===== config.mk =====
export PLATFORM = sky130hd
export DESIGN_NAME = hash_msg_feeder_flat
export DESIGN_NICKNAME = d
export VERILOG_FILES = /design/src/rtl/hash_msg_feeder_pkg.sv /design/src/rtl/hash_msg_feeder_if.sv /design/src/rtl/hash_msg_feeder_byte_fifo.sv /design/src/rtl/hash_msg_feeder.sv /design/src/flat_wrapper.sv
export SDC_FILE = /design/constraint.sdc
export NUM_CORES = 1
export LEC_CHECK = 0
export CAP_MARGIN = 20
export CORE_MARGIN = 2
export CORE_UTILIZATION = 30
export CTS_BUF_LIST = sky130_fd_sc_hd__clkbuf_4
export DETAILED_ROUTE_END_ITERATION = 16
export PLACE_DENSITY = 0.44
export SYNTH_ARGS = -nofsm -noshare
export SYNTH_HDL_FRONTEND = slang
export SYNTH_SLANG_ARGS = --single-unit

===== constraint.sdc =====
create_clock -name clk -period 2.5 [get_ports clk]
set_input_delay 0.25 -clock clk [delete_from_list [all_inputs] [get_ports clk]]
set_output_delay 0.25 -clock clk [all_outputs]
set_load 0.01 [all_outputs]

===== src/rtl/hash_msg_feeder_pkg.sv =====
// Shared types for the hash message feeder: FSM state codes and the byte FIFO entry.
package hash_feeder_pkg;

    typedef logic [2:0] state_t;

    localparam state_t S_IDLE   = 3'd0;
    localparam state_t S_START  = 3'd1;
    localparam state_t S_ARM    = 3'd2;
    localparam state_t S_OFFER  = 3'd3;
    localparam state_t S_DISARM = 3'd4;
    localparam state_t S_STALL  = 3'd5;
    localparam state_t S_EOF    = 3'd6;
    localparam state_t S_WAIT_H = 3'd7;

    typedef struct packed {
        logic       last;
        logic       keep;
        logic [7:0] data;
    } fifo_entry_t;

endpackage


===== src/rtl/hash_msg_feeder_if.sv =====
// Host byte stream, hash-core byte handshake and status, bundled for the feeder.
interface hash_msg_feeder_if #(
    parameter int LEN_W = 16
) ();
    logic             host_valid;
    logic [7:0]       host_data;
    logic             host_last;
    logic             host_keep;
    logic             host_ready;
    logic             start;
    logic             F_dr;
    logic [7:0]       M_data;
    logic             F_rtr;
    logic             End_of_File;
    logic             H_ready;
    logic             busy;
    logic             msg_done;
    logic [LEN_W-1:0] msg_len;
    logic             len_ovf;

    // master = the feeder itself
    modport master (
        input  host_valid, host_data, host_last, host_keep, F_rtr, H_ready,
        output host_ready, start, F_dr, M_data, End_of_File, busy, msg_done, msg_len, len_ovf
    );

    modport slave (
        output host_valid, host_data, host_last, host_keep, F_rtr, H_ready,
        input  host_ready, start, F_dr, M_data, End_of_File, busy, msg_done, msg_len, len_ovf
    );
endinterface


===== src/rtl/hash_msg_feeder_byte_fifo.sv =====
// Synchronous first-word-fall-through FIFO of message bytes with keep/last tags.
module byte_fifo
    import hash_feeder_pkg::*;
#(
    parameter int FIFO_DEPTH = 16
) (
    input  logic        clk,
    input  logic        rst_n,
    input  logic        wr_en,
    input  fifo_entry_t wr_data,
    input  logic        rd_en,
    output fifo_entry_t rd_data,
    output logic        full,
    output logic        empty
);
    localparam int AW = $clog2(FIFO_DEPTH);

    fifo_entry_t    mem [FIFO_DEPTH];
    logic [AW:0]    wr_ptr;
    logic [AW:0]    rd_ptr;
    logic           do_wr;
    logic           do_rd;

    assign empty   = (wr_ptr == rd_ptr);
    assign full    = (wr_ptr[AW] != rd_ptr[AW]) && (wr_ptr[AW-1:0] == rd_ptr[AW-1:0]);
    assign do_rd   = rd_en && !empty;
    // A full FIFO still takes a write when the head leaves in the same cycle.
    assign do_wr   = wr_en && (!full || do_rd);
    assign rd_data = mem[rd_ptr[AW-1:0]];

    // NOTE: storage has no reset; only the pointers define which entries are valid.
    always_ff @(posedge clk) begin
        if (do_wr) mem[wr_ptr[AW-1:0]] <= wr_data;
    end

    // NOTE: sequential state uses non-blocking assignments so every flop samples pre-edge values.
    always_ff @(posedge clk or negedge rst_n) begin
        if (!rst_n) begin
            wr_ptr <= '0;
            rd_ptr <= '0;
        end else begin
            if (do_wr) wr_ptr <= wr_ptr + 1'b1;
            if (do_rd) rd_ptr <= rd_ptr + 1'b1;
        end
    end
endmodule


===== src/rtl/hash_msg_feeder.sv =====
// Feeds buffered host bytes to the hash core over F_dr/F_rtr, then signals EOF and waits for the digest.
module hash_msg_feeder
    import hash_feeder_pkg::*;
#(
    parameter int FIFO_DEPTH = 16,
    parameter int LEN_W      = 16
) (
    input  logic              clk,
    input  logic              rst_n,
    hash_msg_feeder_if.master bus
);
    state_t           state;
    state_t           state_nxt;
    fifo_entry_t      wr_entry;
    fifo_entry_t      head;
    logic             full;
    logic             empty;
    logic             push;
    logic             pop;
    logic             xfer;
    logic             arm_go;
    logic             ready_q;
    logic             pend_eof;
    logic             eof_seen;
    logic             msg_done_q;
    logic [7:0]       m_data_q;
    logic [LEN_W-1:0] msg_len_q;
    logic             len_ovf_q;

    assign xfer          = (state == S_OFFER) && bus.F_rtr;
    assign arm_go        = (state == S_ARM) && bus.F_rtr && !empty;
    assign pop           = xfer || (arm_go && !head.keep);
    assign bus.host_ready = ready_q && (!full || pop);
    assign push          = bus.host_valid && bus.host_ready;
    assign wr_entry      = '{last: bus.host_last, keep: bus.host_keep, data: bus.host_data};

    byte_fifo #(.FIFO_DEPTH(FIFO_DEPTH)) u_fifo (
        .clk     (clk),
        .rst_n   (rst_n),
        .wr_en   (push),
        .wr_data (wr_entry),
        .rd_en   (pop),
        .rd_data (head),
        .full    (full),
        .empty   (empty)
    );

    // NOTE: default assignment first keeps this block free of inferred latches.
    always_comb begin
        state_nxt = state;
        case (state)
            S_IDLE:   if (!empty) state_nxt = S_START;
            S_START:  state_nxt = S_ARM;
            S_ARM:    if (arm_go) state_nxt = head.keep ? S_OFFER : S_EOF;
            S_OFFER:  if (xfer) state_nxt = S_DISARM;
            // The core lowers F_rtr a cycle late, so wait to see it low before re-arming.
            S_DISARM: if (!bus.F_rtr) state_nxt = pend_eof ? S_EOF : (empty ? S_STALL : S_ARM);
            S_STALL:  if (!empty) state_nxt = S_ARM;
            S_EOF:    if (eof_seen && !bus.F_rtr) state_nxt = S_WAIT_H;
            S_WAIT_H: if (bus.H_ready) state_nxt = S_IDLE;
            default:  state_nxt = S_IDLE;
        endcase
    end

    always_ff @(posedge clk or negedge rst_n) begin
        if (!rst_n) begin
            state      <= S_IDLE;
            ready_q    <= 1'b0;
            pend_eof   <= 1'b0;
            eof_seen   <= 1'b0;
            msg_done_q <= 1'b0;
            m_data_q   <= '0;
            msg_len_q  <= '0;
            len_ovf_q  <= 1'b0;
        end else begin
            state      <= state_nxt;
            ready_q    <= 1'b1;
            msg_done_q <= (state == S_WAIT_H) && bus.H_ready;
            eof_seen   <= (state == S_EOF) && (eof_seen || bus.F_rtr);
            if (state == S_START) begin
                msg_len_q <= '0;
                len_ovf_q <= 1'b0;
                pend_eof  <= 1'b0;
            end
            if (arm_go && head.keep) m_data_q <= head.data;
            if (xfer) begin
                pend_eof <= head.last;
                if (&msg_len_q) len_ovf_q <= 1'b1;
                else            msg_len_q <= msg_len_q + 1'b1;
            end
        end
    end

    assign bus.start       = (state == S_START);
    assign bus.F_dr        = xfer;
    assign bus.M_data      = m_data_q;
    assign bus.End_of_File = (state == S_EOF);
    assign bus.busy        = (state != S_IDLE);
    assign bus.msg_done    = msg_done_q;
    assign bus.msg_len     = msg_len_q;
    assign bus.len_ovf     = len_ovf_q;
endmodule


===== src/flat_wrapper.sv =====
// flat-port wrapper written by rule: the top's interface ports become plain ports
module hash_msg_feeder_flat import hash_feeder_pkg::*;
#(
    parameter int FIFO_DEPTH = 16,
    parameter int LEN_W      = 16
)
  (clk, rst_n, bus_host_valid, bus_host_data, bus_host_last, bus_host_keep, bus_F_rtr, bus_H_ready, bus_host_ready, bus_start, bus_F_dr, bus_M_data, bus_End_of_File, bus_busy, bus_msg_done, bus_msg_len, bus_len_ovf);
  hash_msg_feeder_if #(.LEN_W(LEN_W)) bus_i ();
  input  logic clk;
  input  logic rst_n;
  input wire logic [$bits(bus_i.host_valid)-1:0] bus_host_valid;
  input wire logic [$bits(bus_i.host_data)-1:0] bus_host_data;
  input wire logic [$bits(bus_i.host_last)-1:0] bus_host_last;
  input wire logic [$bits(bus_i.host_keep)-1:0] bus_host_keep;
  input wire logic [$bits(bus_i.F_rtr)-1:0] bus_F_rtr;
  input wire logic [$bits(bus_i.H_ready)-1:0] bus_H_ready;
  output wire logic [$bits(bus_i.host_ready)-1:0] bus_host_ready;
  output wire logic [$bits(bus_i.start)-1:0] bus_start;
  output wire logic [$bits(bus_i.F_dr)-1:0] bus_F_dr;
  output wire logic [$bits(bus_i.M_data)-1:0] bus_M_data;
  output wire logic [$bits(bus_i.End_of_File)-1:0] bus_End_of_File;
  output wire logic [$bits(bus_i.busy)-1:0] bus_busy;
  output wire logic [$bits(bus_i.msg_done)-1:0] bus_msg_done;
  output wire logic [$bits(bus_i.msg_len)-1:0] bus_msg_len;
  output wire logic [$bits(bus_i.len_ovf)-1:0] bus_len_ovf;
  assign bus_i.host_valid = bus_host_valid;
  assign bus_i.host_data = bus_host_data;
  assign bus_i.host_last = bus_host_last;
  assign bus_i.host_keep = bus_host_keep;
  assign bus_i.F_rtr = bus_F_rtr;
  assign bus_i.H_ready = bus_H_ready;
  assign bus_host_ready = bus_i.host_ready;
  assign bus_start = bus_i.start;
  assign bus_F_dr = bus_i.F_dr;
  assign bus_M_data = bus_i.M_data;
  assign bus_End_of_File = bus_i.End_of_File;
  assign bus_busy = bus_i.busy;
  assign bus_msg_done = bus_i.msg_done;
  assign bus_msg_len = bus_i.msg_len;
  assign bus_len_ovf = bus_i.len_ovf;
  hash_msg_feeder #(.FIFO_DEPTH(FIFO_DEPTH), .LEN_W(LEN_W)) u_core (.clk(clk), .rst_n(rst_n), .bus(bus_i));
endmodule

==> results of run 1 <==
-- power by group through the flow --
stage | Clock (uW) | Sequential (uW) | Combinational, uW
floorplan | 0 | 4360 | 2370
global placement | 0 | 4470 | 3680
detailed placement | 0 | 4480 | 3710
CTS | 2880 | 4410 | 3850
global route | 3050 | 4450 | 4130
finish | 2760 | 4390 | 3800
-- metrics by stage --
step	instances	setup TNS, ns	hold WS [ns]	total power [uW]	area [sq um]
final	1011	-0.0791	0.143	11000	10600
after floorplan	455	0	-0.0456	6730	8440
after global routing	1011	-0.210	0.136	11600	10600
after CTS	1009	-0.169	0.117	11100	10500
after global placement	907	-23.55	0.262	8150	9770
after detailed placement	907	-7.48	0.272	8190	9770
-- cell usage after synthesis (all sizes together), types with 2 or more instances --
cell / instances
nor2: 11
o211ai: 5
edfxtp: 160
nand3: 15
dfrtp: 42
a21oi: 5
xnor2: 13
nand4b: 2
nor3b: 3
ha: 6
nand3b: 2
o21a: 2
inv: 5
mux2i: 9
xor2: 5
a211oi: 2
mux2: 12
and2: 5
nor2b: 2
nand4: 4
buf: 11
a21boi: 3
and3: 18
nor3: 2
o21ai: 4
o31a: 2
mux4: 49
clkbuf: 12
a21bo: 2
nand2: 20
-- cells by family after synthesis --
family	Yosys count	synth area share [%]
multiplexers	70	16.3
AND/OR/NAND/NOR	90	5.91
other	1	0.0444
flip-flops	202	69.3
buffers and inverters	29	1.82
XOR/XNOR	18	1.87
adder cells (fa/ha/maj)	6	0.889
AO/OA/AOI/OAI	39	3.84
-- sequential cells by signal, indices dropped and copies added, names as in the netlist --
signal,flops
u_core.u_fifo.mem,160
u_core.state,3
u_core.bus.len_ovf,1
u_core.u_fifo.rd_ptr,5
u_core.u_fifo.wr_ptr,5
u_core.bus.msg_len,16
u_core.bus.M_data,8
u_core.ready_q,1
u_core.eof_seen,1
u_core.bus.msg_done,1
u_core.pend_eof,1
-- routing by layer --
metal	wire (um)	part of all wire [%]	up-vias
li1	-	-	2140
met1	8280	42	2334
met2	9980	50	138
met3	898	4.5	47
met4	709	3.6	0
met5	0	0	-
-- repair_timing --
item | 4_1_cts | 5_1_grt
setup buffers | 7 | 2
hold buffers | 1 | 0
pin swaps | 2 | 2
setup endpoints to repair | 147 | 141
endpoints found under the hold margin | 42 | 0
resized for setup | 18 | 10
-- final timing paths --
kind	startpoint	endpoint	slack [ns]	depth (start not counted)
max reg2reg	u_core.u_fifo.rd_ptr[1]	u_core.u_fifo.mem[3][5]	0.09	7
max in group asynchronous	rst_n	u_core.bus.M_data[5]	1.81	3
min	rst_n	u_core.u_fifo.wr_ptr[1]	0.14	2
min reg2reg	u_core.u_fifo.wr_ptr[4]	u_core.u_fifo.wr_ptr[4]	0.48	1
max	u_core.u_fifo.mem[5][8]	bus_host_ready	-0.08	6
min in group clk	bus_H_ready	u_core.bus.msg_done	0.21	3
-- worst register-to-register path: stages (launching register included) --
cell and delay [ns]:
sky130_fd_sc_hd__dfrtp_2 0.42, sky130_fd_sc_hd__mux4_2 0.51, sky130_fd_sc_hd__mux2_4 0.31, sky130_fd_sc_hd__buf_4 0.14
sky130_fd_sc_hd__o22a_4 0.21, sky130_fd_sc_hd__a21boi_4 0.22, sky130_fd_sc_hd__and2_4 0.19, sky130_fd_sc_hd__buf_4 0.13
-- layout make-up --
cell class,count,area (sq um),share of cell area [%]
repair buffers,106,1070,10.1
inverters,6,25.0,0.237
clock buffers,70,526,4.98
clock inverters,24,128,1.21
well taps,378,473,4.48
multi-input cells,224,2480,23.5
diodes,1,2.50,0.0237
flip-flops and latches,202,5860,55.5
==> impl_table.tex, run 1 <==
\begin{tabular}{lr}
\hline
Metric & Value \\
\hline
\multicolumn{2}{l}{\textbf{Synth}} \\
\quad Flip-flop cell with the highest count after synthesis & sky130\_fd\_sc\_hd\_\_edfxtp\_1 \\
\quad Net count of the mapped netlist & about 480 \\
\quad Post-synthesis cell type count & 65 \\
\quad Post-synthesis async set-or-reset flop share & about a fifth \\
\quad Number of instances in the synthesized netlist & $\sim$460 \\
\quad Synthesis warning total & 0 \\
\quad Synth top area share & between 50 and 60\% \\
\quad Number of flops mapped to enable cells by yosys & 160 \\
\quad Average cell area after synthesis & 18.6 sq um \\
\quad Area of the mapped netlist & 0.00844 sq mm \\
\quad Number of register bits inferred by synthesis & 202 \\
\quad Sequential share of the synthesized area & 69.3\% \\
\quad Most area-consuming cells after synthesis & sky130\_fd\_sc\_hd\_\_edfxtp\_1 (57\%), sky130\_fd\_sc\_hd\_\_mux4\_2 (13\%), sky130\_fd\_sc\_hd\_\_dfrtp\_1 (12\%) \\
\quad Cell type with the largest total area after synthesis & sky130\_fd\_sc\_hd\_\_edfxtp\_1 \\
\multicolumn{2}{l}{\textbf{Drt}} \\
\quad Routed wire length per instance & approximately 20 um \\
\quad Number of iterations in the first detailed-routing pass & 6 \\
\quad Via count & 4659 \\
\quad Sum of routed wire length over all layers & 19.9 mm \\
\quad Starting DRT DRC Count & between 400 and 500 \\
\quad Via-to-Cell Ratio & between 4 and 5 \\
\quad Number of DRC violations after detailed routing & 0 \\
\quad Post-detailed-route count of antenna-violating nets & 0 \\
\multicolumn{2}{l}{\textbf{Cells and area}} \\
\quad Final design utilization & 38.0\% \\
\quad Leading cell type in the layout, fill and taps excluded & sky130\_fd\_sc\_hd\_\_edfxtp\_1 \\
\quad Fillers & between 2000 and 3000 \\
\quad Most frequent cells in the layout & sky130\_fd\_sc\_hd\_\_edfxtp\_1 (160), sky130\_fd\_sc\_hd\_\_clkbuf\_4 (70), sky130\_fd\_sc\_hd\_\_mux4\_2 (49), sky130\_fd\_sc\_hd\_\_buf\_4 (45), sky130\_fd\_sc\_hd\_\_clkdlybuf4s50\_1 (42) \\
\quad Fraction of layout cells with a size suffix above 1 & between 30\% and 40\% \\
\quad Layout Nets & 613 \\
\quad Area growth, synth to finish & 25.1\% \\
\multicolumn{2}{l}{\textbf{Setup path}} \\
\quad Req. time, crit path & 2.25 ns \\
\quad Top fanout value on the critical path & 2 \\
\quad Crit-path cells & mux4\_2 -> mux2\_4 -> mux2i\_4 -> nand3\_2 -> nand2\_2 -> buf\_6 \\
\quad Crit path buffers/inverters & 1 \\
\quad Cell class contributing the biggest share of worst-path delay & multiplexers \\
\quad Critical path capture point type & output port \\
\quad Crit path launch type & flop \\
\quad Max stage delay on crit path & 0.48 ns \\
\quad CP max-delay cell & sky130\_fd\_sc\_hd\_\_mux4\_2 \\
\quad Data arrival at the endpoint of the critical path & about 2.3 ns \\
\quad Crit Path Class & reg -> out \\
\multicolumn{2}{l}{\textbf{Power and ir drop}} \\
\quad Ratio of total power to cell area & 1040 mW/mm\^{}2 \\
\quad Internal portion of total power & 7500 uW \\
\quad Proportion of power drawn by combinational gates & 34.7\% \\
\quad Net switching power figure & $\sim$3500 uW \\
\quad Portion of total power attributed to sequential cells & about two fifths \\
\quad Static leakage power & 0.00379 uW \\
\quad Portion of total power attributed to the clock network & between 20\% and 30\% \\
\quad Switching Share & 31.5\% \\
\quad VDD IR max & 342 uV \\
\multicolumn{2}{l}{\textbf{Floorplanning}} \\
\quad Die X-Extent & 172 um \\
\quad Core ar. & about 0.028 sq mm \\
\quad Initial Util & about 30\% \\
\quad Y dimension of the die & 172 um \\
\quad Area enclosed by the die boundary & 0.0295 sq mm \\
\quad Site row count & 61 \\
\quad \# IOs & between 40 and 50 \\
\multicolumn{2}{l}{\textbf{Flow run}} \\
\quad Max-Cap Viols & 0 \\
\multicolumn{2}{l}{\textbf{Global route}} \\
\quad Remaining global-route overflow & 0 \\
\quad Met3 usage & under 10\% \\
\quad Most utilized layer in the global route result & met2 \\
\quad All-layer global routing usage & approximately 14\% \\
\quad Maximum number of pins on one net before global-route repair & 26 \\
\quad Met2 routing resource usage after global routing & around a quarter \\
\quad Global-route wire length before repair & about 30 mm \\
\quad Number of global-route vias before repair & approximately 5100 \\
\quad Initial antenna violation count & 1 \\
\quad Routing usage on met1 & about 17\% \\
\multicolumn{2}{l}{\textbf{Clocking}} \\
\quad Buffers from clock root to sink, at most & 3 \\
\quad Cell at the root of the clock tree & sky130\_fd\_sc\_hd\_\_clkbuf\_4 \\
\quad Post-CTS clock slew at the launch and capture registers of the worst setup and hold paths & about 0.070 ns \\
\quad Sinks on the clock net & $\sim$200 \\
\quad H-tree levels & 2 \\
\quad CTS Buf Count & 52 \\
\quad TritonCTS clock tree & built \\
\quad Worst-Skew Late Latency & about 0.65 ns \\
\multicolumn{2}{l}{\textbf{Placement}} \\
\quad Detail Placement HPWL & approximately 14 mm \\
\quad Pre-CTS WS & -0.102 ns \\
\quad Number of buffers added on ports & 45 \\
\quad Weighted congestion at the end of routability-driven global placement & around 0.8 \\
\multicolumn{2}{l}{\textbf{STA}} \\
\quad Max frequency & $\sim$0.39 GHz \\
\quad Transition at the pin with the smallest max-transition slack & roughly 0.74 ns \\
\quad Final Hold Fails & 0 \\
\quad Worst Slack Setup Final & -0.0791 ns \\
\quad Final Slew Violations & 0 \\
\quad Largest clock skew in the final design & $\sim$0.045 ns \\
\quad Count of final setup violators & 1 \\
\quad Worst rel slew slack & slightly above 50\% \\
\quad Setup repair after global routing missed its margin & true \\
\quad Share of the clock period used by the worst path after layout & 103\% \\
\quad Time the worst path needs with I/O delays and setup & between 2 and 3 ns \\
\multicolumn{2}{l}{\textbf{Min path}} \\
\quad Type of the most critical hold path & in -> async \\
\multicolumn{2}{l}{\textbf{Run status}} \\
\quad Violated checks & negative setup slack \\
\quad Run status & finished with violations \\
\hline
\end{tabular}
Power figures use the tool's default switching activity.
==> run 2, diff against run 1 <==
DONT_BUFFER_PORTS = 1   (was unset)
PLACE_DENSITY = 0.42   (was 0.44)
==> run 2 against run 1 <==
Net effect:
- die area is the same
- core utilization down 1.3 points
- register-to-register slack worse by 0.08 ns
- final cell count decreased by 2.8%
- sequential share of layout area is 2.0 points higher
- clock skew up 0.021 ns
- critical endpoint unchanged
- the run still ends with negative setup slack left
- highest routed layer unchanged
- wire length is 3.0% higher
- maximum frequency is 0.19% higher
- via count fell by 1.1%
- worst hold slack lost 0.051 ns
- first-iteration DRC count shrank 17%
==> impl_table.tex, run 2 (synthesis gave the netlist of run 1 again) <==
\begin{tabular}{lr}
\hline
Metric & Value \\
\hline
\multicolumn{2}{l}{\textbf{Cells and area}} \\
\quad Area growth, synth to finish & 20.7\% \\
\quad Final design utilization & 36.7\% (-1.3 points) \\
\quad Layout Nets & 582 (-5.1\%) \\
\quad Fraction of layout cells with a size suffix above 1 & 37.5\% (+2.2 points) \\
\quad Leading cell type in the layout, fill and taps excluded & sky130\_fd\_sc\_hd\_\_edfxtp\_1 \\
\quad Antenna diode count & 0 (-1) \\
\quad Max FFs per register & 160 (unchanged) \\
\quad Most frequent cells in the layout & sky130\_fd\_sc\_hd\_\_edfxtp\_1 (160), sky130\_fd\_sc\_hd\_\_clkbuf\_4 (85), sky130\_fd\_sc\_hd\_\_buf\_4 (55), sky130\_fd\_sc\_hd\_\_mux4\_2 (49), sky130\_fd\_sc\_hd\_\_dfrtp\_1 (40) \\
\quad Final design area excluding fillers & 0.0102 sq mm (-3.5\%) \\
\multicolumn{2}{l}{\textbf{STA}} \\
\quad Max frequency & 0.388 GHz (+0.19\%) \\
\quad Setup repair after global routing missed its margin & true \\
\quad Worst rel slew slack & 40.3\% (-10 points) \\
\quad Time the worst path needs with I/O delays and setup & 2.57 ns (-0.00477 ns) \\
\quad Final Slew Violations & 0 (unchanged) \\
\quad Largest clock skew in the final design & 0.0664 ns (+0.0210 ns) \\
\quad Smallest hold slack & 0.0929 ns (-0.0505 ns) \\
\quad Transition at the pin with the smallest max-transition slack & 0.894 ns (+0.155 ns) \\
\quad Share of the clock period used by the worst path after layout & 103\% (-0.19 points) \\
\quad Count of final setup violators & 1 (unchanged) \\
\quad Final Hold Fails & 0 (unchanged) \\
\quad Worst Slack Setup Final & -0.0743 ns (+0.00477 ns) \\
\multicolumn{2}{l}{\textbf{Setup path}} \\
\quad Crit path launch type & flop \\
\quad CP max-delay cell & sky130\_fd\_sc\_hd\_\_mux4\_2 \\
\quad Crit-path cells & mux4\_2 -> mux2\_4 -> mux2i\_4 -> buf\_6 -> nand3\_2 -> nand2\_2 \\
\quad Max stage delay on crit path & 0.51 ns (+0.03 ns) \\
\quad Top fanout value on the critical path & 3 (+1) \\
\quad Crit Path Class & reg -> out \\
\quad Req. time, crit path & 2.25 ns (about the same) \\
\quad Data arrival at the endpoint of the critical path & 2.32 ns (about the same) \\
\quad Critical path capture point type & output port \\
\multicolumn{2}{l}{\textbf{Floorplanning}} \\
\quad Core ar. & 0.0278 sq mm (unchanged) \\
\quad \# IOs & 46 (unchanged) \\
\quad Die X-Extent & 172 um (unchanged) \\
\quad Area enclosed by the die boundary & 0.0295 sq mm (unchanged) \\
\quad Initial Util & 30.4\% (unchanged) \\
\quad Site row count & 61 (unchanged) \\
\quad Y dimension of the die & 172 um (unchanged) \\
\multicolumn{2}{l}{\textbf{Clocking}} \\
\quad H-tree levels & 2 (unchanged) \\
\quad Buffers from clock root to sink, at most & 3 (unchanged) \\
\quad CTS Buf Count & 53 (+1.9\%) \\
\quad Sinks on the clock net & 202 (unchanged) \\
\quad TritonCTS clock tree & built \\
\quad Post-CTS clock slew at the launch and capture registers of the worst setup and hold paths & 0.07 ns (about the same) \\
\quad Worst-Skew Late Latency & 0.70 ns (+0.05 ns) \\
\quad Cell at the root of the clock tree & sky130\_fd\_sc\_hd\_\_clkbuf\_4 \\
\multicolumn{2}{l}{\textbf{Placement}} \\
\quad Post-placement cell area & 0.00923 sq mm (-5.6\%) \\
\quad Number of buffers added on ports & 0 (-100\%) \\
\quad Detail Placement HPWL & 12.9 mm (-5.9\%) \\
\quad Weighted congestion at the end of routability-driven global placement & 0.796 (+1.8\%) \\
\quad Pre-CTS WS & 0.0106 ns (+0.113 ns) \\
\multicolumn{2}{l}{\textbf{Drt}} \\
\quad Routed wire length per instance & 20.8 um (+5.9\%) \\
\quad Number of iterations in the first detailed-routing pass & 4 (-2) \\
\quad Post-detailed-route count of antenna-violating nets & 0 (unchanged) \\
\quad Via count & 4606 (-1.1\%) \\
\quad Number of DRC violations after detailed routing & 0 (unchanged) \\
\quad Sum of routed wire length over all layers & 20.5 mm (+3.0\%) \\
\quad Starting DRT DRC Count & 340 (-17\%) \\
\quad Via-to-Cell Ratio & 4.69 (+1.7\%) \\
\multicolumn{2}{l}{\textbf{Global route}} \\
\quad Remaining global-route overflow & 0 (unchanged) \\
\quad Most utilized layer in the global route result & met2 \\
\quad All-layer global routing usage & 14.2\% (+0.22 points) \\
\quad Met3 usage & 4.12\% (+0.87 points) \\
\quad Global-route wire length before repair & 30.4 mm (+0.18\%) \\
\quad Number of global-route vias before repair & 4808 (-5.2\%) \\
\quad Maximum number of pins on one net before global-route repair & 43 (+65\%) \\
\quad Initial antenna violation count & 0 (-1) \\
\quad Met2 routing resource usage after global routing & 22.6\% (-1.5 points) \\
\quad Routing usage on met1 & 18.8\% (+2.0 points) \\
\multicolumn{2}{l}{\textbf{Power and ir drop}} \\
\quad Portion of total power attributed to the clock network & 27.3\% (+2.1 points) \\
\quad Net switching power figure & 3360 uW (-2.9\%) \\
\quad Internal portion of total power & 7300 uW (-2.6\%) \\
\quad VDD IR max & 374 uV (+9.2\%) \\
\quad Switching Share & 31.5\% (-0.049 points) \\
\quad Ratio of total power to cell area & 1050 mW/mm\^{}2 (+0.84\%) \\
\quad Portion of total power attributed to sequential cells & 41.8\% (+1.7 points) \\
\quad Proportion of power drawn by combinational gates & 30.9\% (-3.8 points) \\
\quad Static leakage power & 0.00367 uW (-2.9\%) \\
\multicolumn{2}{l}{\textbf{Run status}} \\
\quad Violated checks & negative setup slack \\
\quad Run status & finished with violations \\
\multicolumn{2}{l}{\textbf{Flow run}} \\
\quad Max-Cap Viols & 0 (unchanged) \\
\multicolumn{2}{l}{\textbf{Min path}} \\
\quad Type of the most critical hold path & in -> reg \\
\hline
\end{tabular}
[run 2: critical path, delay by kind of cell, from the launching register on]
family	cells	cell delay, ns
muxes	3	0.97
DFF	1	0.40
and+or+nand+nor	2	0.17
buffers and inverters	1	0.13
[run 2: power groups by stage]
stage	Sequential [uW]	Clock, uW	Combinational, uW
6_report	4460	2910	3290
5_1_grt	4530	3210	3580
3_5_place_dp	4540	0	3110
2_1_floorplan	4360	0	2370
4_1_cts	4470	3030	3280
3_3_place_gp	4530	0	3090
[run 2: area by class of cell]
cell class	count	area, sq um
Clock buffer	85	638
Clock inverter	14	68.8
Fill cell	2695	17600
Inverter	6	22.5
Multi-Input combinational cell	224	2480
Sequential cell	202	5860
Tap cell	378	473
Timing Repair Buffer	74	644
[run 2: what timing repair did]
item,4_1_cts,5_1_grt
endpoints found under the hold margin,208,0
setup buffers,3,2
hold buffers,14,0
resized for setup,7,5
pin swaps,0,2
setup endpoints to repair,7,82
[run 2: through the flow]
| step | std cells | setup TNS (ns) | power, uW |
|---|---|---|---|
| 6_report | 983 | -0.0743 | 10700 |
| 5_1_grt | 983 | -1.04 | 11300 |
| 4_1_cts | 981 | -0.122 | 10800 |
| 3_5_place_dp | 865 | 0 | 7640 |
| 3_3_place_gp | 865 | 0 | 7620 |
| 2_1_floorplan | 455 | 0 | 6730 |
[run 2: final timing paths]
check                      slack [ns]                    start                       to  cells after the start
min in group asynchronous        0.11                    rst_n     u_core.bus.M_data[1]                      2
min reg2reg                      0.47          u_core.eof_seen          u_core.eof_seen                      1
max in group asynchronous        2.12                    rst_n  u_core.u_fifo.rd_ptr[1]                      2
max                             -0.07  u_core.u_fifo.rd_ptr[0]           bus_host_ready                      6
max reg2reg                      0.01  u_core.u_fifo.rd_ptr[0]  u_core.u_fifo.mem[3][6]                      6
min                              0.09           bus_host_valid  u_core.u_fifo.wr_ptr[0]                      4
[run 2: per-layer routing]
layer	wire length, um	vias to the layer above
li1	-	2090
met2	9710	155
met4	442	0
met1	8680	2324
met3	1640	37
met5	0	-
==> run 3, diff against run 2 <==
CORE_UTILIZATION = 40   (was 30)
CTS_CLUSTER_DIAMETER = 120   (was unset)
PLACE_DENSITY = 0.53   (was 0.42)
==> run 3 against run 2 <==
Net effect:
- the run still ends with negative setup slack left
- clock-buffer cell count shrank 9
- core utilization grew 11 points
- clock skew shrank 0.028 ns
- total power shrank 1.2%
- design area shrank 1.6%
- combinational power grew 2%
- worst hold slack lost 0.019 ns
- worst setup slack lost 0.049 ns
- flip-flop and latch count is the same
- die area shrank 24%
- final cell count shrank 12%
- register-to-register slack lost 0.05 ns
- highest routed layer is now met5
==> impl_table.tex, run 3 (synthesis gave the netlist of run 1 again) <==
\begin{tabular}{lr}
\hline
Metric & Value \\
\hline
\multicolumn{2}{l}{\textbf{Floorplanning}} \\
\quad Core ar. & 0.0209 sq mm (-25\%) \\
\quad Die X-Extent & 149 um (-13\%) \\
\quad Area enclosed by the die boundary & 0.0223 sq mm (-24\%) \\
\quad Site row count & 53 (-13\%) \\
\quad \# IOs & 46 (unchanged) \\
\quad Initial Util & 40.4\% (+10 points) \\
\quad Y dimension of the die & 149 um (-13\%) \\
\multicolumn{2}{l}{\textbf{STA}} \\
\quad Setup repair after global routing missed its margin & true \\
\quad Worst rel slew slack & 57.7\% (+17 points) \\
\quad Final Hold Fails & 0 (unchanged) \\
\quad Final Slew Violations & 0 (unchanged) \\
\quad Time the worst path needs with I/O delays and setup & 2.62 ns (+0.0492 ns) \\
\quad Count of final setup violators & 8 (+7) \\
\quad Transition at the pin with the smallest max-transition slack & 0.634 ns (-0.260 ns) \\
\quad Worst Slack Setup Final & -0.124 ns (-0.0492 ns) \\
\quad Share of the clock period used by the worst path after layout & 105\% (+2.0 points) \\
\quad Max frequency & 0.381 GHz (-1.9\%) \\
\quad Largest clock skew in the final design & 0.0389 ns (-0.0275 ns) \\
\multicolumn{2}{l}{\textbf{Power and ir drop}} \\
\quad Static leakage power & 0.00362 uW (-1.5\%) \\
\quad Internal portion of total power & 7190 uW (-1.6\%) \\
\quad Net switching power figure & 3350 uW (-0.27\%) \\
\quad Proportion of power drawn by combinational gates & 31.9\% (+1.0 points) \\
\quad Portion of total power attributed to sequential cells & 42.2\% (+0.4 points) \\
\quad Switching Share & 31.8\% (+0.29 points) \\
\quad Ratio of total power to cell area & 1050 mW/mm\^{}2 (+0.40\%) \\
\quad Portion of total power attributed to the clock network & 25.9\% (-1.4 points) \\
\quad VDD IR max & 445 uV (+19\%) \\
\multicolumn{2}{l}{\textbf{Clocking}} \\
\quad Cell at the root of the clock tree & sky130\_fd\_sc\_hd\_\_clkbuf\_4 \\
\quad Buffers from clock root to sink, at most & 3 (unchanged) \\
\quad Sinks on the clock net & 202 (unchanged) \\
\quad TritonCTS clock tree & built \\
\quad CTS Buf Count & 54 (+1.9\%) \\
\quad H-tree levels & 2 (unchanged) \\
\quad Post-CTS clock slew at the launch and capture registers of the worst setup and hold paths & 0.06 ns (about the same) \\
\quad Worst-Skew Late Latency & 0.67 ns (-0.03 ns) \\
\multicolumn{2}{l}{\textbf{Drt}} \\
\quad Starting DRT DRC Count & 236 (-31\%) \\
\quad Sum of routed wire length over all layers & 18.3 mm (-11\%) \\
\quad Via-to-Cell Ratio & 5.26 (+12\%) \\
\quad Number of DRC violations after detailed routing & 0 (unchanged) \\
\quad Post-detailed-route count of antenna-violating nets & 0 (unchanged) \\
\quad Routed wire length per instance & 21.1 um (+1.5\%) \\
\quad Via count & 4561 (-0.98\%) \\
\quad Number of iterations in the first detailed-routing pass & 4 (unchanged) \\
\multicolumn{2}{l}{\textbf{Setup path}} \\
\quad Req. time, crit path & 2.25 ns (about the same) \\
\quad Setup slack of the most critical reg-to-reg path & -0.04 ns (-0.05 ns) \\
\quad Data arrival at the endpoint of the critical path & 2.37 ns (+0.05 ns) \\
\quad Crit Path Class & reg -> out \\
\quad Top fanout value on the critical path & 4 (+1) \\
\quad Crit path launch type & flop \\
\quad Critical path capture point type & output port \\
\multicolumn{2}{l}{\textbf{Placement}} \\
\quad Number of buffers added on ports & 0 (unchanged) \\
\quad Weighted congestion at the end of routability-driven global placement & 0.785 (-1.4\%) \\
\quad Detail Placement HPWL & 12.0 mm (-7.0\%) \\
\quad Pre-CTS WS & -0.0321 ns (-0.0426 ns) \\
\quad Inst Count DP & 752 (-13\%) \\
\quad Post-placement cell area & 0.00916 sq mm (-0.72\%) \\
\multicolumn{2}{l}{\textbf{Global route}} \\
\quad Remaining global-route overflow & 0 (unchanged) \\
\quad Maximum number of pins on one net before global-route repair & 43 (unchanged) \\
\quad Initial antenna violation count & 3 (+3) \\
\quad All-layer global routing usage & 17.3\% (+3.1 points) \\
\quad Number of global-route vias before repair & 4862 (+1.1\%) \\
\quad Global-route wire length before repair & 28.5 mm (-6.2\%) \\
\multicolumn{2}{l}{\textbf{Cells and area}} \\
\quad Final design area excluding fillers & 0.0100 sq mm (-1.6\%) \\
\quad Most frequent cells in the layout & sky130\_fd\_sc\_hd\_\_edfxtp\_1 (160), sky130\_fd\_sc\_hd\_\_clkbuf\_4 (76), sky130\_fd\_sc\_hd\_\_mux4\_2 (49), sky130\_fd\_sc\_hd\_\_dfrtp\_1 (40), sky130\_fd\_sc\_hd\_\_buf\_4 (35) \\
\quad Layout Nets & 572 (-1.7\%) \\
\quad Fraction of layout cells with a size suffix above 1 & 35.4\% (-2.1 points) \\
\quad Non-filler instance count after layout & 867 (-12\%) \\
\quad Area growth, synth to finish & 18.8\% \\
\quad Leading cell type in the layout, fill and taps excluded & sky130\_fd\_sc\_hd\_\_edfxtp\_1 \\
\quad Max FFs per register & 160 (unchanged) \\
\quad Fillers & 1832 (-32\%) \\
\multicolumn{2}{l}{\textbf{Flow run}} \\
\quad Max-Cap Viols & 0 (unchanged) \\
\multicolumn{2}{l}{\textbf{Min path}} \\
\quad Type of the most critical hold path & in -> reg \\
\multicolumn{2}{l}{\textbf{Run status}} \\
\quad Violated checks & negative setup slack \\
\quad Run status & finished with violations \\
\hline
\end{tabular}
[run 3: what timing repair did]
| action | in CTS | in global routing |
|---|---|---|
| hold endpoints to repair | 208 | 0 |
| setup endpoints to repair | 8 | 60 |
| buffers inserted | 4 | 0 |
| hold buffers | 14 | 0 |
| pin swaps | 1 | 1 |
| resized for setup | 5 | 3 |
[run 3: area by class of cell]
cell class,instances,area [sq um],area share (%)
clock buffers,76,571,5.69
well taps,275,344,3.43
diodes,2,5.00,0.0499
repair buffers,63,692,6.90
inverters,6,22.5,0.225
clock inverters,19,80.1,0.798
flip-flops and latches,202,5860,58.4
multi-input cells,224,2460,24.5
[run 3: path summary, 6_finish.rpt]
path                                      endpoint               startpoint  depth (start not counted)
max in group asynchronous    u_core.bus.msg_len[0]                    rst_n                          2
setup / recovery                    bus_host_ready  u_core.u_fifo.rd_ptr[0]                          6
hold / removal             u_core.u_fifo.wr_ptr[3]           bus_host_valid                          4
min in group asynchronous     u_core.bus.M_data[0]                    rst_n                          2
hold reg to reg            u_core.u_fifo.wr_ptr[4]  u_core.u_fifo.wr_ptr[4]                          1
setup reg to reg           u_core.u_fifo.mem[3][5]  u_core.u_fifo.rd_ptr[0]                          6
[run 3: metrics by stage]
| step | hold slack, ns | TNS [ns] | power, uW | utilization (%) |
|---|---|---|---|---|
| finish | 0.0736 | -0.303 | 10500 | 48.0 |
| detailed placement | -0.0434 | -0.220 | 7740 | 43.9 |
| floorplan | -0.0456 | 0 | 6730 | - |
| CTS | 0.0217 | -0.158 | 10700 | 47.9 |
| global route | 0.0658 | -0.450 | 11200 | 48.0 |
| global placement | -0.0437 | -0.359 | 7700 | 43.9 |
[run 3: routing by layer]
metal	GRT usage (%)	routed length (um)	up-vias	share of wire (%)
met5	0	16	-	0.087
met4	5.95	311	2	1.7
met3	5.60	1170	27	6.4
met2	26.5	8450	119	46
met1	23.6	8370	2347	46
li1	-	-	2066	-
[run 3: power by group through the flow]
stage,logic [uW],registers [uW],clock network (uW)
2_1_floorplan,2370,4360,0
3_3_place_gp,3180,4520,0
3_5_place_dp,3210,4530,0
4_1_cts,3390,4460,2820
5_1_grt,3650,4510,3010
6_report,3360,4450,2720
[run 3: critical path: stages, from the launching register on]
cell and delay [ns]:
sky130_fd_sc_hd__dfrtp_2 0.43, sky130_fd_sc_hd__mux4_2 0.52, sky130_fd_sc_hd__mux2_4 0.31, sky130_fd_sc_hd__mux2i_4 0.16, sky130_fd_sc_hd__buf_6 0.13, sky130_fd_sc_hd__nand3_2 0.07
sky130_fd_sc_hd__nand2_2 0.09
